$ cat config.mk
export PLATFORM = sky130hd
export DESIGN_NAME = fwd_operand_stage
export DESIGN_NICKNAME = d
export VERILOG_FILES = /design/src/rtl/fwd_pkg.sv /design/src/rtl/fwd_select.sv /design/src/rtl/fwd_operand_stage.sv
export SDC_FILE = /design/constraint.sdc
export NUM_CORES = 1
export LEC_CHECK = 0
export BUFFER_PORTS_ARGS = -buffer_cell sky130_fd_sc_hd__buf_2
export CELL_PAD_IN_SITES_DETAIL_PLACEMENT = 1
export CELL_PAD_IN_SITES_GLOBAL_PLACEMENT = 1
export CORE_ASPECT_RATIO = 0.9
export CORE_MARGIN = 8
export CORE_UTILIZATION = 38
export DETAILED_ROUTE_END_ITERATION = 16
export GPL_TIMING_DRIVEN = 0
export PLACE_DENSITY_LB_ADDON = 0.15
export SLEW_MARGIN = 20
export SYNTH_ARGS = -nofsm -noshare
export SYNTH_HDL_FRONTEND = slang
export SYNTH_SLANG_ARGS = --single-unit
$ cat constraint.sdc
create_clock -name clk -period 5.78 [get_ports clk]
set_input_delay 0.289 -clock clk [delete_from_list [all_inputs] [get_ports clk]]
set_output_delay 0.289 -clock clk [all_outputs]
set_load 0.005 [all_outputs]
$ cat src/rtl/fwd_pkg.sv
// Shared constants and helpers for the operand-forwarding stage.
// Select codes: SEL_RF picks the register file, SEL_FWD_BASE + j picks forwarding source j.
package fwd_pkg;

    localparam int REG_ZERO     = 0;
    localparam int SEL_RF       = 0;
    localparam int SEL_FWD_BASE = 1;

    // One code for the register file plus one per forwarding source.
    function automatic int sel_width(input int nsrc);
        return (nsrc < 1) ? 1 : $clog2(nsrc + 1);
    endfunction

endpackage

$ cat src/rtl/fwd_select.sv
// Combinational priority selector for one source operand.
// The lowest-indexed (youngest) matching source wins; register 0 never forwards.
module fwd_select
    import fwd_pkg::*;
#(
    parameter  int WIDTH = 32,
    parameter  int REGW  = 5,
    parameter  int NSRC  = 2,
    localparam int SELW  = sel_width(NSRC)
) (
    input  logic [REGW-1:0]       src_reg,
    input  logic [WIDTH-1:0]      rf_val,
    input  logic [NSRC-1:0]       fwd_wen,
    input  logic [NSRC*REGW-1:0]  fwd_reg,
    input  logic [NSRC*WIDTH-1:0] fwd_data,
    output logic [WIDTH-1:0]      op,
    output logic [SELW-1:0]       sel
);

    logic src_nonzero;

    assign src_nonzero = (src_reg != REGW'(REG_ZERO));

    // Walk from the oldest source to the youngest so the youngest match is the last write.
    always_comb begin
        op  = rf_val;
        sel = SELW'(SEL_RF);
        for (int j = NSRC - 1; j >= 0; j--) begin
            if (src_nonzero && fwd_wen[j] && (fwd_reg[j*REGW +: REGW] == src_reg)) begin
                op  = fwd_data[j*WIDTH +: WIDTH];
                sel = SELW'(j + SEL_FWD_BASE);
            end
        end
    end

endmodule

$ cat src/rtl/fwd_operand_stage.sv
// Operand forwarding, load-use hazard detection and the ID/EX operand register.
// A hazard bubble keeps ex_op/ex_fwd_sel/ex_dst_reg; consumers qualify them with ex_valid.
module fwd_operand_stage
    import fwd_pkg::*;
#(
    parameter  int WIDTH = 32,
    parameter  int REGW  = 5,
    parameter  int NSRC  = 2,
    parameter  int NOPS  = 2,
    parameter  int CNTW  = 16,
    localparam int SELW  = sel_width(NSRC)
) (
    input  logic                   clk,
    input  logic                   rst,
    input  logic                   id_valid,
    input  logic [NOPS*REGW-1:0]   id_src_reg,
    input  logic [NOPS*WIDTH-1:0]  id_src_val,
    input  logic [REGW-1:0]        id_dst_reg,
    input  logic                   id_dst_wen,
    input  logic                   id_is_load,
    input  logic [NSRC-1:0]        fwd_wen,
    input  logic [NSRC*REGW-1:0]   fwd_reg,
    input  logic [NSRC*WIDTH-1:0]  fwd_data,
    input  logic                   stall_in,
    input  logic                   flush,
    output logic                   ex_valid,
    output logic [NOPS*WIDTH-1:0]  ex_op,
    output logic [REGW-1:0]        ex_dst_reg,
    output logic                   ex_dst_wen,
    output logic                   ex_is_load,
    output logic [NOPS*SELW-1:0]   ex_fwd_sel,
    output logic                   stall_out,
    output logic [CNTW-1:0]        stall_cnt
);

    localparam logic [CNTW-1:0] CNT_MAX = {CNTW{1'b1}};

    logic [NOPS*WIDTH-1:0] res_op;
    logic [NOPS*SELW-1:0]  res_sel;
    logic                  src_hit;
    logic                  hazard;

    for (genvar k = 0; k < NOPS; k++) begin : g_sel
        fwd_select #(
            .WIDTH (WIDTH),
            .REGW  (REGW),
            .NSRC  (NSRC)
        ) u_sel (
            .src_reg  (id_src_reg[k*REGW +: REGW]),
            .rf_val   (id_src_val[k*WIDTH +: WIDTH]),
            .fwd_wen  (fwd_wen),
            .fwd_reg  (fwd_reg),
            .fwd_data (fwd_data),
            .op       (res_op[k*WIDTH +: WIDTH]),
            .sel      (res_sel[k*SELW +: SELW])
        );
    end

    // Hazard uses only registered EX state and ID indices, never forwarded data.
    always_comb begin
        src_hit = 1'b0;
        for (int k = 0; k < NOPS; k++) begin
            if (id_src_reg[k*REGW +: REGW] == ex_dst_reg) begin
                src_hit = 1'b1;
            end
        end
    end

    assign hazard    = id_valid & ex_valid & ex_is_load & ex_dst_wen
                     & (ex_dst_reg != REGW'(REG_ZERO)) & src_hit;
    assign stall_out = hazard & ~flush;

    always_ff @(posedge clk or posedge rst) begin
        if (rst) begin
            ex_valid   <= 1'b0;
            ex_op      <= '0;
            ex_dst_reg <= '0;
            ex_dst_wen <= 1'b0;
            ex_is_load <= 1'b0;
            ex_fwd_sel <= '0;
            stall_cnt  <= '0;
        end else if (flush) begin
            ex_valid   <= 1'b0;
            ex_op      <= '0;
            ex_dst_reg <= '0;
            ex_dst_wen <= 1'b0;
            ex_is_load <= 1'b0;
            ex_fwd_sel <= '0;
        end else if (stall_in) begin
            ex_valid   <= ex_valid;
        end else if (hazard) begin
            ex_valid   <= 1'b0;
            ex_dst_wen <= 1'b0;
            ex_is_load <= 1'b0;
            if (stall_cnt != CNT_MAX) begin
                stall_cnt <= stall_cnt + CNTW'(1);
            end
        end else begin
            ex_valid   <= id_valid;
            ex_op      <= res_op;
            ex_dst_reg <= id_dst_reg;
            ex_dst_wen <= id_valid & id_dst_wen;
            ex_is_load <= id_valid & id_is_load;
            ex_fwd_sel <= res_sel;
        end
    end

endmodule

==> impl_metrics.env <==
export IMPL_status="complete, no violations"
export IMPL_place_hpwl_um=17400
export IMPL_antenna_found_initial=4
export IMPL_clk_pin_slew_ns=0.07
export IMPL_rsz0062_at_grt="no"
export IMPL_row_count=41
export IMPL_root_buffer="clkbuf_16"
export IMPL_synth_distinct_cells=36
export IMPL_seq_area_frac_synth_pct=42.8
export IMPL_switching_share_pct=25.5
export IMPL_seq_power_share_pct=40.6
export IMPL_syn_area_mm2=0.00538
export IMPL_grt_overflow_total=0
export IMPL_fin_crit_ns=2.56
export IMPL_initial_utilization_pct=38.7
export IMPL_p_clk_share_pct=42.2
export IMPL_highest_layer="met5"
export IMPL_startpoint_type="register"
export IMPL_io_pins=255
export IMPL_seq_area_mm2=0.00230
export IMPL_ys_flop_type="dfrtp_1"
export IMPL_max_cap_viol_count=0
export IMPL_cellLeakagePower_nw=3.53
export IMPL_antenna_left=0
export IMPL_synth_edff_count=0
export IMPL_area_growth_pct=35.8
export IMPL_dr_first_iter_drc_count=227
export IMPL_core_area_mm2=0.0139
export IMPL_firstDrtPassIters=4
export IMPL_postSynthCellCount=498
export IMPL_switchingPower_mw=0.437
export IMPL_worstHoldPathType="primary input to register"
export IMPL_synth_area_top_cells="dfrtp_1 43%, mux2i_1 12%, a22o_1 7.3%"
export IMPL_clk_path_buf_depth=2
export IMPL_wirelength_um=22200
export IMPL_synth_nets=661
export IMPL_skew_ns=0.00580
export IMPL_gp_congestion=0.850
export IMPL_synth_largest_area_cell="dfrtp_1"
export IMPL_drive_gt1_share_pct=39.0
export IMPL_wl_per_cell_um=23.0
export IMPL_hold_viol=0
export IMPL_relSlewSlack_pct=46.9
export IMPL_ys_top_cells_by_count="92 x dfrtp_1, 64 x mux2i_1, 55 x nand2_1"
export IMPL_grt_pass1_wl_um=34200
export IMPL_r2r_start="ex_dst_reg[1]"
export IMPL_via_per_inst=5.48
export IMPL_synth_avg_cell_area_um2=10.8
export IMPL_combPwrFrac_pct=17.1
export IMPL_cts_made_buffers=9
export IMPL_cts_repair_resized=0
export IMPL_die_w_um=141
export IMPL_fin_crit_sh_pct=44.2
export IMPL_cts_tree="built"
export IMPL_slew_viol_final=0
export IMPL_finalPower_mw=1.72
export IMPL_multi_input_comb_area_mm2=0.00285
export IMPL_critPathCaptureType="register"
export IMPL_internal_power_mw=1.28
export IMPL_finalSetupViolCount=0
export IMPL_fin_nets=927
export IMPL_peakVddDrop_mv=0.179
export IMPL_first_global_vias=6086
export IMPL_worst_slew_pin_slew_ns=0.790
export IMPL_critical_path_startpoint="ex_dst_reg[1]"
export IMPL_die_area_mm2=0.0182
export IMPL_route_met3_wl_um=1690
export IMPL_grt_usage_pct=24.3
export IMPL_path_class="register to register"
export IMPL_cts_sinks=92
export IMPL_die_h_um=129
export IMPL_setup_tns_ns=0
export IMPL_grt_max_degree=71
export IMPL_fmax_ghz=0.391
export IMPL_holdCritStartpoint="id_dst_reg[0]"
export IMPL_ys_ff_latch=92
export IMPL_place_ws_ns=3.26
export IMPL_cts_max_level=3
export IMPL_clk_latency_ns=0.35
export IMPL_yosysWarnings=0
export IMPL_dr_wl_met2_um=10900
export IMPL_drc=0
export IMPL_synth_most_common_cell="dfrtp_1"
export IMPL_yosysTopAreaCellShare_pct=42.8
export IMPL_crit_arrival_ns=2.84
export IMPL_worstPathRequired_ns=6.06
export IMPL_drt_met1_wl_um=9110
export IMPL_io_buffers=253
export IMPL_vias=5284
export IMPL_async_reset_ff_share_pct=100
export IMPL_largest_reg_flops=64
export IMPL_cellPowerDensity_mw_per_mm2=235
export IMPL_crit_path_max_fanout=10
export IMPL_fillers=1632
export IMPL_setup_slack_ns=3.22
power by group through the flow:
stage | logic, mW | clock network (mW) | registers, mW
after CTS | 0.297 | 0.737 | 0.697
after global routing | 0.321 | 0.761 | 0.700
after global placement | 0.281 | 0 | 0.708
after floorplan | 0.140 | 0 | 0.707
final | 0.294 | 0.725 | 0.698
after detailed placement | 0.295 | 0 | 0.709
cell type report:
| cell class | instances | area share [%] |
|---|---|---|
| Multi-Input combinational cell | 365 | 39.1 |
| Sequential cell | 92 | 31.5 |
| Timing Repair Buffer | 255 | 17.9 |
| Tap cell | 193 | 3.31 |
| Clock buffer | 10 | 3.14 |
| Buffer | 39 | 2.91 |
| Clock inverter | 6 | 1.87 |
| Inverter | 2 | 0.171 |
| Antenna cell | 3 | 0.103 |
layout by cell type, fill, tap and decap left out, types with 2 or more instances in the layout:
cell	instances
nor2_1	4
clkbuf_16	9
dfrtp_1	92
buf_8	2
a32oi_1	2
nor2_4	2
buf_6	4
a22oi_1	41
diode_2	3
nor2b_1	33
a22o_1	45
bufinv_16	4
or4_4	2
a32o_1	27
nor3_1	2
nand2_1	55
and4_1	3
nor4_4	4
xnor2_1	36
clkbuf_1	23
xor2_1	9
buf_2	264
and3_1	5
mux2i_1	64
nand3_1	10
a21oi_1	2
nand4_1	8
metrics by stage:
stage | utilization, % | instances | hold WS [ns] | area (µm²)
detailed placement | 49.8 | 945 | 0.261 | 6920
global route | 52.5 | 965 | 0.179 | 7300
finish | 52.5 | 965 | 0.179 | 7300
floorplan | - | 498 | 0.355 | 5380
CTS | 52.5 | 962 | 0.168 | 7290
global placement | 49.5 | 944 | 0.455 | 6880
cells by family after synthesis:
group | after synthesis | synth area share [%]
simple gates | 132 | 14.0
compound gates | 122 | 19.4
flops | 92 | 42.8
mux | 65 | 12.1
xor+xnor | 45 | 7.33
buf+inv | 41 | 4.10
fa+ha+maj | 1 | 0.233
metal layers:
metal  GRT usage [%]  vias up
li1                -     2404
met1            28.6     2615
met2            41.9      225
met3            6.78       38
met4            8.83        2
met5               0        -
what timing repair did:
item / in CTS / in global routing
hold buffers: 1 / 0
setup buffers: 0 / 0
hold endpoints to repair: 22 / 0
final timing paths:
check | to | slack [ns] | cells past startpoint
max in group asynchronous | ex_op[29] | 4.70 | 4
hold reg to reg | ex_fwd_sel[2] | 0.48 | 1
min in group asynchronous | stall_cnt[4] | 0.44 | 3
setup / recovery | ex_op[36] | 3.22 | 7
hold / removal | ex_dst_reg[0] | 0.18 | 2
setup reg to reg | ex_op[36] | 3.22 | 7
critical path, stage by stage (launching register included):
cell and delay, ns:
dfrtp_1 0.45, xnor2_1 0.21, nand3_1 0.13, o22ai_1 0.28
a21oi_1 0.20, nor2_2 0.42, clkbuf_1 0.54, a22o_1 0.25
Power figures use the tool's default switching activity.
